**config.mk**
```make
export PLATFORM = sky130hd
export DESIGN_NAME = matab_row_sequencer_flat
export DESIGN_NICKNAME = d
export VERILOG_FILES = /design/src/rtl/matab_row_sequencer_if.sv /design/src/rtl/matab_row_sequencer.sv /design/src/flat_wrapper.sv
export SDC_FILE = /design/constraint.sdc
export NUM_CORES = 1
export LEC_CHECK = 0
export CORE_ASPECT_RATIO = 1.2
export CORE_UTILIZATION = 29
export DETAILED_ROUTE_END_ITERATION = 10
export DONT_BUFFER_PORTS = 1
export PLACE_DENSITY = 0.4
export SLEW_MARGIN = 25
export SYNTH_ARGS = -nofsm -noshare
export SYNTH_HDL_FRONTEND = slang
export SYNTH_SLANG_ARGS = --single-unit
```
**constraint.sdc**
```tcl
create_clock -name clk_i -period 2.6 [get_ports clk_i]
set_input_delay 0.39 -clock clk_i [delete_from_list [all_inputs] [get_ports clk_i]]
set_output_delay 0.39 -clock clk_i [all_outputs]
set_load 0.01 [all_outputs]
```
**src/rtl/matab_row_sequencer_if.sv**
```systemverilog
// Control bus between the A/B row sequencer and its environment (register
// file selects, PE array load strobes and the PE compute handshake).
// The sequencer is the master: it owns the selects, strobes and PE_VALID.
interface matab_row_sequencer_if #(
    parameter int N = 16
);
    localparam int W = $clog2(N);

    // job control
    logic         start_i;
    logic         abort_i;
    logic [W-1:0] dim_a_i;
    logic [W-1:0] dim_b_i;

    // register file selects and PE array load strobes
    logic [W-1:0] seq_a_o;
    logic [W-1:0] seq_b_o;
    logic         matab_mux_o;
    logic         load_a_o;
    logic         load_b_o;

    // PE compute request handshake
    logic         pe_valid_o;
    logic         pe_ready_i;
    logic [W-1:0] out_row_o;
    logic [W-1:0] out_col_o;

    // status
    logic         busy_o;
    logic         done_o;

    modport master (
        input  start_i, abort_i, dim_a_i, dim_b_i, pe_ready_i,
        output seq_a_o, seq_b_o, matab_mux_o, load_a_o, load_b_o,
               pe_valid_o, out_row_o, out_col_o, busy_o, done_o
    );

    modport slave (
        output start_i, abort_i, dim_a_i, dim_b_i, pe_ready_i,
        input  seq_a_o, seq_b_o, matab_mux_o, load_a_o, load_b_o,
               pe_valid_o, out_row_o, out_col_o, busy_o, done_o
    );
endinterface

```
**src/rtl/matab_row_sequencer.sv**
```systemverilog
// Row-pair sequencer for one matrix job: for every A row it loads the row
// once, then loads each B row in turn and issues one PE compute request per
// (A, B) pair. Every output is decoded from flops only, so nothing on the
// bus combinationally depends on an input.
module matab_row_sequencer #(
    parameter int N = 16
) (
    input  logic                   clk_i,
    input  logic                   rstn_i,
    matab_row_sequencer_if.master  bus
);
    localparam int W = $clog2(N);
    localparam logic [W-1:0] ONE = W'(1);

    typedef enum logic [2:0] {
        IDLE  = 3'd0,
        SEL_A = 3'd1,
        SEL_B = 3'd2,
        ISSUE = 3'd3,
        FIN   = 3'd4
    } state_t;

    state_t       state_q, state_d;
    logic [W-1:0] i_q, i_d;          // current A row
    logic [W-1:0] j_q, j_d;          // current B row
    logic [W-1:0] dim_a_q, dim_a_d;  // last A row of the job
    logic [W-1:0] dim_b_q, dim_b_d;  // last B row of the job
    logic [W-1:0] seq_a_q, seq_a_d;  // held register file A select
    logic [W-1:0] seq_b_q, seq_b_d;  // held register file B select
    logic         mux_q, mux_d;      // held register file A/B mux

    // State, counter and held-select registers with synchronous active-low reset
    always_ff @(posedge clk_i) begin
        if (!rstn_i) begin
            state_q <= IDLE;
            i_q     <= '0;
            j_q     <= '0;
            dim_a_q <= '0;
            dim_b_q <= '0;
            seq_a_q <= '0;
            seq_b_q <= '0;
            mux_q   <= 1'b0;
        end else begin
            state_q <= state_d;
            i_q     <= i_d;
            j_q     <= j_d;
            dim_a_q <= dim_a_d;
            dim_b_q <= dim_b_d;
            seq_a_q <= seq_a_d;
            seq_b_q <= seq_b_d;
            mux_q   <= mux_d;
        end
    end

    // Next-state logic: walk j inside i, abort overrides everything but IDLE
    always_comb begin
        state_d = state_q;
        i_d     = i_q;
        j_d     = j_q;
        dim_a_d = dim_a_q;
        dim_b_d = dim_b_q;
        seq_a_d = seq_a_q;
        seq_b_d = seq_b_q;
        mux_d   = mux_q;

        case (state_q)
            IDLE: begin
                // START beats a simultaneous ABORT here: ABORT is only honoured in a job
                if (bus.start_i) begin
                    dim_a_d = bus.dim_a_i;
                    dim_b_d = bus.dim_b_i;
                    i_d     = '0;
                    j_d     = '0;
                    state_d = SEL_A;
                end
            end
            SEL_A: state_d = SEL_B;
            SEL_B: state_d = ISSUE;
            ISSUE: begin
                if (bus.pe_ready_i) begin
                    if (j_q < dim_b_q) begin
                        // A row is still latched in the PE array, only reload B
                        j_d     = j_q + ONE;
                        state_d = SEL_B;
                    end else if (i_q < dim_a_q) begin
                        j_d     = '0;
                        i_d     = i_q + ONE;
                        state_d = SEL_A;
                    end else begin
                        state_d = FIN;
                    end
                end
            end
            FIN:     state_d = IDLE;
            default: state_d = IDLE;
        endcase

        if (bus.abort_i && (state_q != IDLE)) begin
            state_d = IDLE;
            i_d     = '0;
            j_d     = '0;
        end

        // Selects change only when entering a load state, otherwise they hold
        if (state_d == SEL_A) begin
            seq_a_d = i_d;
            mux_d   = 1'b1;
        end else if (state_d == SEL_B) begin
            seq_b_d = j_d;
            mux_d   = 1'b0;
        end
    end

    // Output decode from flops only
    always_comb begin
        bus.seq_a_o     = seq_a_q;
        bus.seq_b_o     = seq_b_q;
        bus.matab_mux_o = mux_q;
        bus.load_a_o    = (state_q == SEL_A);
        bus.load_b_o    = (state_q == SEL_B);
        bus.pe_valid_o  = (state_q == ISSUE);
        bus.out_row_o   = seq_a_q;
        bus.out_col_o   = seq_b_q;
        bus.busy_o      = (state_q != IDLE);
        bus.done_o      = (state_q == FIN);
    end
endmodule

```
**src/flat_wrapper.sv**
```systemverilog
// flat-port wrapper written by rule: the top's interface ports become plain ports
module matab_row_sequencer_flat 
#(
    parameter int N = 16
)
  (clk_i, rstn_i, bus_start_i, bus_abort_i, bus_dim_a_i, bus_dim_b_i, bus_pe_ready_i, bus_seq_a_o, bus_seq_b_o, bus_matab_mux_o, bus_load_a_o, bus_load_b_o, bus_pe_valid_o, bus_out_row_o, bus_out_col_o, bus_busy_o, bus_done_o);
  matab_row_sequencer_if #(.N(N)) bus_i ();
  input  logic clk_i;
  input  logic rstn_i;
  input wire logic [$bits(bus_i.start_i)-1:0] bus_start_i;
  input wire logic [$bits(bus_i.abort_i)-1:0] bus_abort_i;
  input wire logic [$bits(bus_i.dim_a_i)-1:0] bus_dim_a_i;
  input wire logic [$bits(bus_i.dim_b_i)-1:0] bus_dim_b_i;
  input wire logic [$bits(bus_i.pe_ready_i)-1:0] bus_pe_ready_i;
  output wire logic [$bits(bus_i.seq_a_o)-1:0] bus_seq_a_o;
  output wire logic [$bits(bus_i.seq_b_o)-1:0] bus_seq_b_o;
  output wire logic [$bits(bus_i.matab_mux_o)-1:0] bus_matab_mux_o;
  output wire logic [$bits(bus_i.load_a_o)-1:0] bus_load_a_o;
  output wire logic [$bits(bus_i.load_b_o)-1:0] bus_load_b_o;
  output wire logic [$bits(bus_i.pe_valid_o)-1:0] bus_pe_valid_o;
  output wire logic [$bits(bus_i.out_row_o)-1:0] bus_out_row_o;
  output wire logic [$bits(bus_i.out_col_o)-1:0] bus_out_col_o;
  output wire logic [$bits(bus_i.busy_o)-1:0] bus_busy_o;
  output wire logic [$bits(bus_i.done_o)-1:0] bus_done_o;
  assign bus_i.start_i = bus_start_i;
  assign bus_i.abort_i = bus_abort_i;
  assign bus_i.dim_a_i = bus_dim_a_i;
  assign bus_i.dim_b_i = bus_dim_b_i;
  assign bus_i.pe_ready_i = bus_pe_ready_i;
  assign bus_seq_a_o = bus_i.seq_a_o;
  assign bus_seq_b_o = bus_i.seq_b_o;
  assign bus_matab_mux_o = bus_i.matab_mux_o;
  assign bus_load_a_o = bus_i.load_a_o;
  assign bus_load_b_o = bus_i.load_b_o;
  assign bus_pe_valid_o = bus_i.pe_valid_o;
  assign bus_out_row_o = bus_i.out_row_o;
  assign bus_out_col_o = bus_i.out_col_o;
  assign bus_busy_o = bus_i.busy_o;
  assign bus_done_o = bus_i.done_o;
  matab_row_sequencer #(.N(N)) u_core (.clk_i(clk_i), .rstn_i(rstn_i), .bus(bus_i));
endmodule
```
==> flow_summary.json, run 1 <==
{
  "drtPass1Iterations": 4,
  "antenna_found_initial": 0,
  "worstRegToRegCells": 6,
  "synth_area_leaders": "dfxtp_1 (35%), nand2_1 (6.4%), ha_1 (6.3%)",
  "syn_area_sq_mm": 0.00158,
  "power.leakage_nw": 0.628,
  "drc": 0,
  "crit_slowest_cell": "or3_4",
  "skew_ps": 15.6,
  "finalHoldViolations": 0,
  "ctsHtreeMaxLevel": 1,
  "rsz0062_at_grt": "false",
  "ys_async_sr_fraction_pct": 0,
  "grt_pass1_vias": 1262,
  "synth-edff-count": 0,
  "r2r_end": "u_core.bus.out_row_o[3]$_SDFFE_PN0N_",
  "start_kind": "register",
  "ant_nets": 0,
  "rows": 29,
  "fin_nets": 201,
  "synth_nets": 209,
  "clk_path_buf_depth": 2,
  "cp.arrival_ps": 2350,
  "period_needed_ps": 2160,
  "worstSetupPathType": "reg2reg",
  "synth_cells": 188,
  "vias_per_cell": 5.45,
  "holdPathEnd": "u_core.state_q[2]$_SDFF_PN0_",
  "place_congestion": 0.791,
  "io_pins": 35,
  "synthTopCellsByCount": "dfxtp_1 (28), nand2_1 (27), a21oi_1 (18)",
  "worstMarginPinSlew_ps": 444,
  "hold_depth": 1,
  "drive_gt1_share_pct": 10.6,
  "peakVddDrop_uv": 240,
  "synth.avg_cell_area_sq_um": 8.42,
  "grt-ovfl-total": 0,
  "yosys_register_bits": 28,
  "critPathMaxStageDelay_ps": 460,
  "cp.required_ps": 2790,
  "antenna_cells": 0,
  "drt_iter0_markers": 48,
  "cts.reportedPaths.clkPinSlew_ps": 110,
  "yosys.cell_types.count": 55,
  "outcome": "complete, no violations",
  "grt_pass1_wl_mm": 6.11,
  "post_cts_resized": 0,
  "grt_start_max_net_pins": 17,
  "yosys.area.top_type": "dfxtp_1",
  "yosysWarnings": 0,
  "timing.rr.start": "u_core.j_q[3]$_SDFF_PN0_",
  "die_y_microns": 82.9,
  "holdBufCountCts": 0,
  "cts.sinks": 28,
  "initial_utilization_pct": 30.1,
  "vias": 1313,
  "wirelength_mm": 3.87,
  "clk_latency_ps": 280,
  "fp.dieW_microns": 69.4,
  "min_path_type": "in2reg",
  "wl_per_cell_microns": 16.0,
  "cts_root_buf": "clkbuf_8",
  "relSlewSlack_pct": 70.4,
  "coreArea_sq_mm": 0.00526,
  "fin_total_pwr_mw": 0.934,
  "setup_viol": 0,
  "critPathMaxFanout": 7,
  "crit_chain": "ha_1 -> o211ai_2 -> o21ai_2 -> a41oi_2 -> or3_4 -> a32o_1",
  "areaGrowthSynthToFinish_pct": 4.19,
  "power_density_mw_per_mm2": 567,
  "drv_slew": 0,
  "dieArea_sq_mm": 0.00576,
  "worst_setup_path_end_kind": "register",
  "period_share_pct": 83.0,
  "yosysSeqAreaShare_pct": 35.4,
  "grt_use_total_pct": 13.5,
  "path_buf_inv": 0,
  "max_freq_mhz": 464,
  "fin_setup_tns_ps": 0,
  "yosysMostFrequentCell": "dfxtp_1",
  "cts_tree": "yes",
  "hold_start": "bus_abort_i",
  "synth_top_area_share_pct": 35.4,
  "synth-main-ff-cell": "dfxtp_1",
  "post-cts-setup-buffers": 0,
  "cts_buffers": 3,
  "io_buffers": 0,
  "cp_top_family": "compound AO/OA/AOI/OAI gates",
  "maxCapViolations": 0,
  "hpwl_mm": 2.98,
  "r2r_slack_ps": 440
}
==> metrics by stage <==
stage | hold WS [ps] | area (sq um) | util, % | cells | worst slack [ps]
floorplan | 431 | 1580 | - | 188 | 655
global placement | 448 | 1580 | 30.0 | 237 | 462
detailed placement | 450 | 1580 | 30.0 | 237 | 438
CTS | 153 | 1650 | 31.3 | 241 | 438
global route | 154 | 1650 | 31.3 | 241 | 290
finish | 160 | 1650 | 31.3 | 241 | 443
==> metal layers <==
metal  GRT usage (%)  vias up  routed length (microns)
li1                -      644                        -
met1            15.4      639                     1690
met2            24.0       26                     1960
met3            3.16        4                      178
met4            5.57        0                       38
met5               0        -                        0
==> layout make-up <==
type / instances / area (sq um)
fill: 566 / 3610
multi-input combinational: 134 / 878
sequential: 28 / 561
tap: 62 / 77.6
inverter: 11 / 46.3
clock buffer: 3 / 41.3
clock inverter: 1 / 30.0
timing repair buffer: 2 / 15.0
==> cell families (layout without fill, tap and decap cells) <==
| kind of cell | count (synthesis) | after routing | synth area share, % |
|---|---|---|---|
| buffers and inverters | 26 | 17 | 9.49 |
| XOR/XNOR | 3 | 3 | 1.66 |
| adder cells (fa/ha/maj) | 8 | 8 | 6.32 |
| AND/OR/NAND/NOR | 72 | 72 | 24.8 |
| flip-flops | 28 | 28 | 35.4 |
| AO/OA/AOI/OAI | 51 | 51 | 22.3 |
==> worst max path at each step <==
stage / startpoint / endpoint / cells after the start
after floorplan: u_core.dim_b_q[3]$_SDFFE_PN0P_ / u_core.bus.out_row_o[2]$_SDFFE_PN0N_ / 7
after global placement: u_core.state_q[1]$_SDFF_PN0_ / u_core.bus.out_row_o[3]$_SDFFE_PN0N_ / 7
after detailed placement: u_core.dim_b_q[2]$_SDFFE_PN0P_ / u_core.bus.out_row_o[3]$_SDFFE_PN0N_ / 7
after CTS: u_core.j_q[3]$_SDFF_PN0_ / u_core.bus.out_row_o[3]$_SDFFE_PN0N_ / 6
after global routing: u_core.dim_b_q[2]$_SDFFE_PN0P_ / u_core.bus.out_row_o[3]$_SDFFE_PN0N_ / 7
final: u_core.j_q[3]$_SDFF_PN0_ / u_core.bus.out_row_o[3]$_SDFFE_PN0N_ / 6
==> worst register-to-register path, stage by stage, from the launching register on <==
cell      delay [ps]
dfxtp_1          360
ha_1             320
o211ai_2         130
o21ai_2          340
a41oi_2          220
or3_4            460
a32o_1           230
==> power breakdown <==
| part | internal (mW) | switching (mW) |
|---|---|---|
| Combinational | 0.0436 | 0.0832 |
| Sequential | 0.442 | 0.0137 |
| Clock | 0.206 | 0.146 |
| Total | 0.692 | 0.243 |
==> state kept, by name (all words and copies together), names as in the netlist <==
name	count
u_core.dim_b_q	4
u_core.j_q	4
u_core.dim_a_q	4
u_core.bus.matab_mux_o	1
u_core.state_q	3
u_core.bus.out_col_o	4
u_core.bus.out_row_o	4
u_core.i_q	4
==> cell usage in the layout (no fill, tap or decap), types with 2 or more instances in the layout <==
master and count:
a21o_1 2, a21oi_1 18, a31oi_1 2, a32o_1 2
and2_1 4, and3_1 2, buf_4 2, clkbuf_8 3
dfxtp_1 28, ha_1 8, inv_1 10, nand2_1 27
nand3_1 6, nor2_1 9, nor3_1 2, nor3b_1 3
nor4_1 4, o211ai_1 2, o21a_1 5, o21ai_0 6
xor2_1 2
No activity file was read; power rests on OpenSTA's default activity.
==> inputs of run 2 (changes only) <==
--- a/config.mk
+++ b/config.mk
@@ -9,7 +9,7 @@
 export CORE_UTILIZATION = 29
 export DETAILED_ROUTE_END_ITERATION = 10
 export DONT_BUFFER_PORTS = 1
-export PLACE_DENSITY = 0.4
+export PLACE_DENSITY = 0.41
 export SLEW_MARGIN = 25
 export SYNTH_ARGS = -nofsm -noshare
 export SYNTH_HDL_FRONTEND = slang
==> constraint.sdc (replaced) <==
create_clock -name clk_i -period 1.98 [get_ports clk_i]
set_input_delay 0.297 -clock clk_i [delete_from_list [all_inputs] [get_ports clk_i]]
set_output_delay 0.297 -clock clk_i [all_outputs]
set_load 0.01 [all_outputs]
==> run 2 against run 1 <==
Sequential cell count did not move. Utilization rose by 4.8 points. Non-clock buffer count rose by 20. Clock power fell by 12%. Setup slack got worse by 390 ps. Die area did not move. Highest routed layer unchanged. First-iteration DRC count fell by 15%. Global-route usage rose by 1.1 points. Via count rose by 6.2%. Total power rose by 23%.
==> flow_summary.json, run 2 (same netlist as run 1, synthesis figures left out) <==
{
  "outcome": "complete, no violations",
  "fin_nets": 221,
  "cts_root_buf": "clkbuf_8",
  "setup_viol": 0,
  "hold_depth": 1,
  "coreArea_sq_mm": 0.00526,
  "holdPathEnd": "u_core.state_q[2]$_SDFF_PN0_",
  "antenna_cells": 0,
  "crit_slowest_cell": "dfxtp_1",
  "drc": 0,
  "place_congestion": 0.791,
  "grt_pass1_wl_mm": 6.67,
  "io_pins": 35,
  "clk_latency_ps": 280,
  "design_area_sq_mm": 0.00190,
  "skew_ps": 5.67,
  "die_y_microns": 82.9,
  "period_share_pct": 97.6,
  "ant_nets": 0,
  "max_freq_mhz": 518,
  "final_common_cell": "nand2_1",
  "r2r_end": "u_core.bus.out_col_o[0]$_SDFFE_PN0P_",
  "period_needed_ps": 1930,
  "ctsHtreeMaxLevel": 1,
  "cts.sinks": 28,
  "vias": 1394,
  "nFillCells": 548,
  "antenna_found_initial": 0,
  "drt_iter0_markers": 41,
  "critPathMaxFanout": 5,
  "seqCellArea_sq_um": 568,
  "critPathMaxStageDelay_ps": 330,
  "place_area_sq_mm": 0.00169,
  "min_path_type": "in2reg",
  "final_cell_mix": "nand2_1 (27), buf_4 (22), dfxtp_1 (22)",
  "switching_power_mw": 0.324,
  "wl_per_cell_microns": 15.3,
  "finalHoldViolations": 0,
  "r2r_slack_ps": 50,
  "worstRegToRegCells": 9,
  "cts_tree": "yes",
  "io_buffers": 0,
  "hold_start": "bus_abort_i",
  "hpwl_mm": 3.07,
  "grt_use_total_pct": 14.6,
  "p_comb_share_pct": 21.1,
  "rows": 29,
  "crit_chain": "inv_1 -> ha_4 -> a21oi_1 -> buf_4 -> o21a_2 -> o21ai_0 -> buf_4 -> a21oi_1 -> o31ai_1",
  "power.leakage_nw": 0.725,
  "grt-ovfl-total": 0,
  "start_kind": "register",
  "final_util_pct": 36.1,
  "worstMarginPinSlew_ps": 410,
  "worst_setup_path_end_kind": "register",
  "cts_buffers": 3,
  "rsz0062_at_grt": "true",
  "fp.dieW_microns": 69.4,
  "hold-worst-slack_ps": 82.4,
  "peakVddDrop_uv": 244,
  "power_density_mw_per_mm2": 605,
  "holdBufCountCts": 0,
  "vias_per_cell": 5.36,
  "worstSetupPathType": "reg2reg",
  "areaGrowthSynthToFinish_pct": 20.0,
  "drtPass1Iterations": 4,
  "initial_utilization_pct": 30.1,
  "grt_start_max_net_pins": 16,
  "drive_gt1_share_pct": 29.3,
  "clk_path_buf_depth": 2,
  "timing.rr.start": "u_core.dim_b_q[3]$_SDFFE_PN0P_",
  "switching_share_pct": 28.2,
  "multiInputGateArea_sq_mm": 0.00100,
  "clkPwrFrac_pct": 27.1,
  "drv_slew": 0,
  "cp-startpoint": "u_core.dim_b_q[3]$_SDFFE_PN0P_",
  "wirelength_mm": 3.97,
  "grt_pass1_vias": 1428,
  "power_frac_seq_pct": 51.8,
  "internal_power_mw": 0.825,
  "cp.arrival_ps": 2130,
  "dieArea_sq_mm": 0.00576,
  "relSlewSlack_pct": 72.3,
  "maxCapViolations": 0,
  "cts.reportedPaths.clkPinSlew_ps": 90,
  "cp.required_ps": 2180
}
run 2: cell count changes in the layout (fill, tap and decap cells not counted), sizes merged:
| cell | change |
|---|---|
| bufinv | -1 |
| buf | +20 |
run 2: final cells by class:
cell class              instances  share of cell area (%)
clock buffers                   3                    2.17
multi-input cells             134                    52.7
well taps                      62                    4.08
flip-flops and latches         28                    29.9
inverters                      11                    2.44
repair buffers                 22                    8.70
run 2: per-stage QoR:
step / worst slack, ps / total power, mW / instances / setup TNS (ps)
2_1_floorplan: 35.0 / 0.742 / 188 / 0
3_3_place_gp: -63.8 / 0.797 / 252 / -79.4
3_5_place_dp: -47.4 / 0.800 / 252 / -73.9
4_1_cts: 4.91 / 1.12 / 257 / 0
5_1_grt: -46.6 / 1.22 / 260 / -140
6_report: 48.4 / 1.15 / 260 / 0
run 2: timing repair:
item	CTS	global route
setup endpoints to repair	7	11
hold endpoints to repair	0	0
setup buffers	2	3
pin swaps	2	14
resized for setup	3	22
run 2: how the worst max path moves through the flow:
stage          slack [ps]                                   end  cells after the start
3_5_place_dp          -50  u_core.bus.out_col_o[1]$_SDFFE_PN0P_                      8
2_1_floorplan          30  u_core.bus.out_row_o[2]$_SDFFE_PN0N_                      7
4_1_cts                 5  u_core.bus.out_row_o[3]$_SDFFE_PN0N_                      7
6_report               50  u_core.bus.out_col_o[0]$_SDFFE_PN0P_                      9
5_1_grt               -50  u_core.bus.out_col_o[0]$_SDFFE_PN0P_                      9
3_3_place_gp          -60  u_core.bus.out_col_o[1]$_SDFFE_PN0P_                      8
run 2: routing by layer:
| layer | vias up | part of all wire, % | track usage [%] | wire length (microns) |
|---|---|---|---|---|
| met4 | 0 | 3.6 | 8.35 | 143 |
| met3 | 12 | 4.4 | 2.79 | 173 |
| met2 | 36 | 49 | 23.9 | 1950 |
| met1 | 663 | 43 | 17.8 | 1710 |
| met5 | - | 0 | 0 | 0 |
| li1 | 683 | - | - | - |
run 2: worst max-delay path: cells and delay by family, from the launching register on:
family / cells / cell delay, ps
AO/OA/AOI/OAI: 5 / 850
buffers and inverters: 3 / 390
flip-flops: 1 / 330
adder cells (fa/ha/maj): 1 / 280
run 2: power groups by stage:
stage	Clock, mW	Combinational (mW)	Sequential [mW]
after global placement	0	0.190	0.607
final	0.311	0.243	0.595
after CTS	0.326	0.204	0.594
after detailed placement	0	0.193	0.608
after global routing	0.351	0.268	0.598
after floorplan	0	0.140	0.602
==> inputs of run 3 (changes only) <==
--- a/config.mk
+++ b/config.mk
@@ -5,6 +5,7 @@
 export SDC_FILE = /design/constraint.sdc
 export NUM_CORES = 1
 export LEC_CHECK = 0
+export ABC_CLOCK_PERIOD_IN_PS = 1980
 export CORE_ASPECT_RATIO = 1.2
 export CORE_UTILIZATION = 29
 export DETAILED_ROUTE_END_ITERATION = 10
==> results of run 3 <==
The final DEF is identical to that of run 2; final timing and power are the same.
